--- src/rtl/serial_sub_pkg.sv ---
// ---------------------------------------------------------------------------
// serial_sub_pkg
// Shared types for the bit-serial subtractor.
//   state_t : sequencing states of the serial_subtractor control FSM
//             IDLE - waiting for operands (in_ready high)
//             RUN  - one result bit produced per clock, LSB first
//             DONE - result held until the consumer takes it
// ---------------------------------------------------------------------------
package serial_sub_pkg;

  typedef enum logic [1:0] {
    IDLE = 2'd0,
    RUN  = 2'd1,
    DONE = 2'd2
  } state_t;

endpackage : serial_sub_pkg

--- src/rtl/full_subtractor.sv ---
// ---------------------------------------------------------------------------
// full_subtractor
// One-bit combinational subtractor cell computing a - b - bin.
// Ports:
//   a    in  minuend bit
//   b    in  subtrahend bit
//   bin  in  borrow in
//   d    out difference bit
//   bout out borrow out
// ---------------------------------------------------------------------------
module full_subtractor (
  input  logic a,
  input  logic b,
  input  logic bin,
  output logic d,
  output logic bout
);

  assign d    = a ^ b ^ bin;
  // Borrow when a=0,b=1, or when a==b and a borrow is already pending.
  assign bout = (~a & b) | (~(a ^ b) & bin);

endmodule : full_subtractor

--- src/rtl/serial_subtractor.sv ---
// ---------------------------------------------------------------------------
// serial_subtractor
// Bit-serial unsigned subtractor: diff = (a - b - bin) mod 2^WIDTH, computed
// LSB first through a single full_subtractor cell and a borrow flop. Operands
// and results move over valid/ready handshakes.
// Parameters:
//   WIDTH      operand/result width (>= 2)
// Ports:
//   clk        rising-edge clock
//   rst_n      synchronous active-low reset
//   in_valid   producer offers a/b/bin
//   in_ready   high in IDLE only
//   a, b, bin  minuend, subtrahend, borrow-in
//   out_valid  high in DONE; diff/bout/zero valid
//   out_ready  consumer accepts the result
//   diff       (a - b - bin) mod 2^WIDTH
//   bout       final borrow (a < b + bin)
//   zero       diff == 0
// Latency: accept at edge N, out_valid high after edge N+WIDTH.
// ---------------------------------------------------------------------------
module serial_subtractor
  import serial_sub_pkg::*;
#(
  parameter int WIDTH = 8
) (
  input  logic             clk,
  input  logic             rst_n,
  input  logic             in_valid,
  output logic             in_ready,
  input  logic [WIDTH-1:0] a,
  input  logic [WIDTH-1:0] b,
  input  logic             bin,
  output logic             out_valid,
  input  logic             out_ready,
  output logic [WIDTH-1:0] diff,
  output logic             bout,
  output logic             zero
);

  localparam int                CNT_W    = (WIDTH > 1) ? $clog2(WIDTH) : 1;
  localparam logic [CNT_W-1:0] CNT_LAST = CNT_W'(WIDTH - 1);

  state_t             state_q,  state_d;
  logic [WIDTH-1:0]   a_sr_q,   a_sr_d;
  logic [WIDTH-1:0]   b_sr_q,   b_sr_d;
  logic [WIDTH-1:0]   res_sr_q, res_sr_d;
  logic               br_q,     br_d;
  logic [CNT_W-1:0]   cnt_q,    cnt_d;
  logic [WIDTH-1:0]   diff_q,   diff_d;
  logic               bout_q,   bout_d;
  logic               zero_q,   zero_d;

  logic cell_d;
  logic cell_bout;

  full_subtractor u_cell (
    .a    (a_sr_q[0]),
    .b    (b_sr_q[0]),
    .bin  (br_q),
    .d    (cell_d),
    .bout (cell_bout)
  );

  always_comb begin
    // NOTE: every signal assigned here gets its hold value first, so no
    // path through the case statement can leave it unassigned (no latch).
    state_d  = state_q;
    a_sr_d   = a_sr_q;
    b_sr_d   = b_sr_q;
    res_sr_d = res_sr_q;
    br_d     = br_q;
    cnt_d    = cnt_q;
    diff_d   = diff_q;
    bout_d   = bout_q;
    zero_d   = zero_q;

    case (state_q)
      IDLE: begin
        if (in_valid) begin
          a_sr_d  = a;
          b_sr_d  = b;
          br_d    = bin;
          cnt_d   = '0;
          state_d = RUN;
        end
      end

      RUN: begin
        a_sr_d   = a_sr_q >> 1;
        b_sr_d   = b_sr_q >> 1;
        // Result enters at the MSB so after WIDTH shifts bit 0 sits at LSB.
        res_sr_d = {cell_d, res_sr_q[WIDTH-1:1]};
        br_d     = cell_bout;
        if (cnt_q == CNT_LAST) begin
          // Publish into separate output registers so diff only changes
          // when a complete result is available.
          cnt_d   = '0;
          diff_d  = res_sr_d;
          bout_d  = cell_bout;
          zero_d  = (res_sr_d == '0);
          state_d = DONE;
        end else begin
          cnt_d = cnt_q + CNT_W'(1);
        end
      end

      DONE: begin
        if (out_ready) begin
          state_d = IDLE;
        end
      end

      default: state_d = IDLE;
    endcase
  end

  always_ff @(posedge clk) begin
    // NOTE: sequential state uses non-blocking assignments so every flop
    // samples the pre-edge values regardless of statement order.
    if (!rst_n) begin
      state_q  <= IDLE;
      a_sr_q   <= '0;
      b_sr_q   <= '0;
      res_sr_q <= '0;
      br_q     <= 1'b0;
      cnt_q    <= '0;
      diff_q   <= '0;
      bout_q   <= 1'b0;
      zero_q   <= 1'b0;
    end else begin
      state_q  <= state_d;
      a_sr_q   <= a_sr_d;
      b_sr_q   <= b_sr_d;
      res_sr_q <= res_sr_d;
      br_q     <= br_d;
      cnt_q    <= cnt_d;
      diff_q   <= diff_d;
      bout_q   <= bout_d;
      zero_q   <= zero_d;
    end
  end

  assign in_ready  = (state_q == IDLE);
  assign out_valid = (state_q == DONE);
  assign diff      = diff_q;
  assign bout      = bout_q;
  assign zero      = zero_q;

endmodule : serial_subtractor

--- config.mk ---
export PLATFORM = sky130hd
export DESIGN_NAME = serial_subtractor
export DESIGN_NICKNAME = d
export VERILOG_FILES = /design/src/rtl/serial_sub_pkg.sv /design/src/rtl/full_subtractor.sv /design/src/rtl/serial_subtractor.sv
export SDC_FILE = /design/constraint.sdc
export NUM_CORES = 1
export LEC_CHECK = 0
export ABC_AREA = 1
export ABC_CLOCK_PERIOD_IN_PS = 1350
export CAP_MARGIN = 10
export CORE_MARGIN = 1
export CORE_UTILIZATION = 45
export CTS_CLUSTER_DIAMETER = 30
export DETAILED_ROUTE_END_ITERATION = 12
export PLACE_DENSITY = 0.77
export SLEW_MARGIN = 20
export SYNTH_ARGS = -nofsm -noshare
export SYNTH_HDL_FRONTEND = slang
export SYNTH_SLANG_ARGS = --single-unit
--- constraint.sdc ---
create_clock -name clk -period 1.35 [get_ports clk]
set_input_delay 0.27 -clock clk [delete_from_list [all_inputs] [get_ports clk]]
set_output_delay 0.27 -clock clk [all_outputs]
set_load 0.02 [all_outputs]
==> impl_metrics.csv <==
group,metric,value,unit
sta,tightest_slew,0.290,ns
worst_setup_path,slowest_stage,"fa_1",
global_routing,grt_pass1_wl,5.46,mm
placed_design,place_area,2010,um^2
sta,whs,0.467,ns
floorplanning,die_width,61.6,um
route,drc,0,
sta,clock_skew,0.0127,ns
layout,nets,257,
worst_setup_path,crit_type,"register to register",
worst_setup_path,rrSetupSlack,-0.03,ns
route,routed_wl,3.28,mm
synthesis,synth_seq_cells,39,
clocking,clk_pin_slew,0.12,ns
layout,antennaDiodeCount,0,
sta,fmax,725,MHz
route,dr.pass1.iters,4,
clocking,clkSinkCount,39,
layout,drive_gt1_share,18.4,%
worst_setup_path,r2r_start,"b_sr_q[0]",
floorplanning,die_h,61.6,um
sta,rsz0062_at_grt,"yes",
synthesis,synth_area,1600,um^2
sta,final_max_slew_viol_count,0,
layout,stdcell_area,2090,um^2
min_path,hold_end,"diff[0]",
placed_design,dp_hpwl,2.25,mm
power_and_ir_drop,power.density,1080,nW/um^2
min_path,hold_path_depth,2,
clocking,postCtsHoldBufs,0,
synthesis,synthCells,190,
worst_setup_path,r2r-end,"zero",
power_and_ir_drop,power.total,2.25,mW
route,ant_nets,0,
worst_setup_path,cp_max_fo,2,
global_routing,gr-total-overflow,0,
clocking,cts_buffer_depth,2,
clocking,clockRootBuffer,"clkbuf_4",
floorplanning,core,3360,um^2
worst_setup_path,worstPathCellList,"inv_1 -> fa_1 -> nor2_1 -> nand2_1 -> nor2_1 -> nand2_1 -> a21oi_2",
route,vias,1409,
power_and_ir_drop,peakVddDrop,0.764,mV
worst_setup_path,startpoint_type,"register",
floorplanning,rows,21,
outcome,violations,"setup timing",
worst_setup_path,required,1.64,ns
worst_setup_path,r2r_cells,7,
placed_design,gp_congestion,0.763,
synthesis,ys_warn_count,0,
min_path,min_from,"diff[0]",
worst_setup_path,critPathBufInv,1,
floorplanning,pin_count,33,
sta,period_needed,1.38,ns
outcome,status,"finished, violations left",
synthesis,avgSynthCellArea,8.40,um^2
synthesis,synth_fp_nets,214,
flow_run,cap_viol_max_count,0,
worst_setup_path,end_kind,"register",
sta,setup_viol,1,
global_routing,grt_max_degree,32,
clocking,tritoncts,"yes",
sta,fin_crit_sh,102,%
clocking,cts.htree.levels,2,
worst_setup_path,cpPeakStageDelay,0.46,ns
worst_setup_path,crit_arrival,1.67,ns
min_path,hp-class,"register to register",
floorplanning,start_util,47.5,%
global_routing,antenna_found_initial,0,
synthesis,seq_area_frac_synth,48.9,%
clocking,numCtsBuffers,5,
route,drt_iter0_drc,50,
worst_setup_path,cp_top_family,"adder cells",
synthesis,yosysUniqueCellTypes,21,
sta,slew_headroom,80.5,%
sta,finalHoldViolCount,0,
layout,fillers,323,
layout,areaGrowthSynthToFinish,30.8,%
global_routing,grtUsageTotal,19.8,%
floorplanning,dieArea,3790,um^2
sta,fin_tns_setup,-0.0291,ns
clocking,insertion_delay,0.35,ns
route,wire_per_inst,11.7,um
global_routing,grt_pass1_vias,1253,
placed_design,io_buffer_count,32,
route,viasPerCell,5.03,
sta,fin_ws,-0.0291,ns
power_and_ir_drop,p_leak,0.824,nW
synthesized netlist by cell type, drive strengths merged:
cell type / n / area share, %
dfxtp: 39 / 49
a21oi: 32 / 10
nand2: 23 / 6.3
o21ai: 23 / 7.2
nor2: 19 / 5.5
o22ai: 15 / 5.9
nand3: 11 / 3.4
buf: 9 / 5.2
inv: 9 / 2.1
clkbuf: 3 / 0.71
a211oi: 2 / 1.3
ha: 2 / 1.6
clkinv: 1 / 0.23
fa: 1 / 1.3
or2: 1 / 0.39
area by class of cell:
| type | count | area (um^2) | area share (%) |
|---|---|---|---|
| multi-input cells | 129 | 716 | 34.3 |
| clock buffers | 5 | 37.5 | 1.80 |
| flip-flops and latches | 39 | 788 | 37.7 |
| well taps | 46 | 57.6 | 2.76 |
| inverters | 10 | 37.5 | 1.80 |
| repair buffers | 48 | 437 | 20.9 |
| clock inverters | 3 | 15.0 | 0.719 |
report_power, final:
part	internal, mW	switching [mW]
clock	0.194	0.390
sequential	1.23	0.0482
combinational	0.191	0.201
total	1.61	0.640
metal layers:
| layer | global-route usage, % | share of wire (%) |
|---|---|---|
| met4 | 7.62 | 1.8 |
| met2 | 32.7 | 47 |
| met1 | 24.8 | 47 |
| met3 | 5.04 | 3.9 |
| met5 | 0 | 0 |
worst register-to-register path: stages, from the launching register on:
cell and delay, ns:
dfxtp_2 0.36, inv_1 0.05, fa_1 0.46, nor2_1 0.10, nand2_1 0.05, nor2_1 0.10, nand2_1 0.07, a21oi_2 0.12
per-stage QoR:
stage / util, % / instances / setup slack (ns)
finish: 62.1 / 280 / -0.0291
detailed placement: 59.9 / 272 / -0.104
global placement: 59.9 / 272 / -0.100
global route: 62.1 / 280 / -0.177
floorplan: - / 190 / 0.0458
CTS: 61.0 / 280 / -0.0147
worst max-delay path by stage:
stage	cells past startpoint	slack, ns	startpoint	endpoint
after detailed placement	2	-0.10	state_q[1]	in_ready
final	7	-0.03	b_sr_q[0]	zero
after CTS	7	-0.01	br_q	zero
after global routing	7	-0.18	br_q	zero
after floorplan	7	0.05	b_sr_q[0]	zero
after global placement	2	-0.10	state_q[1]	in_ready
kinds of logic (layout without fill, tap and decap cells):
family / count (synthesis) / in the layout / synth area share (%)
adders and majority gates: 3 / 3 / 2.82
AOI/OAI and AO/OA: 72 / 72 / 24.4
buffers and inverters: 22 / 66 / 8.23
DFF: 39 / 39 / 48.9
and+or+nand+nor: 54 / 54 / 15.7
registers in the layout, indices dropped and copies added, names as in the netlist:
signal,cells
b_sr_q,8
bout,1
zero,1
state_q,2
a_sr_q,8
res_sr_q,7
cnt_q,3
diff,8
br_q,1
cells in the final DEF, fill, tap and decap left out, drive strengths merged:
cell type       n
clkbuf          6
a211oi          2
clkdlybuf4s15   4
or2             1
nand2          23
o22ai          15
dfxtp          39
clkinv          4
inv             9
dlygate4sd2     5
buf            18
nor2           19
a21oi          32
nand3          11
clkdlybuf4s50  20
ha              2
o21ai          23
fa              1
what timing repair did:
action / 4_1_cts / 5_1_grt
gates resized for setup: 24 / 17
setup buffers: 0 / 1
endpoints found under the hold margin: 0 / 0
gates cloned: 0 / 0
endpoints found under the setup margin: 15 / 16
pin swaps: 3 / 2
(Power assumes the default switching activity.)
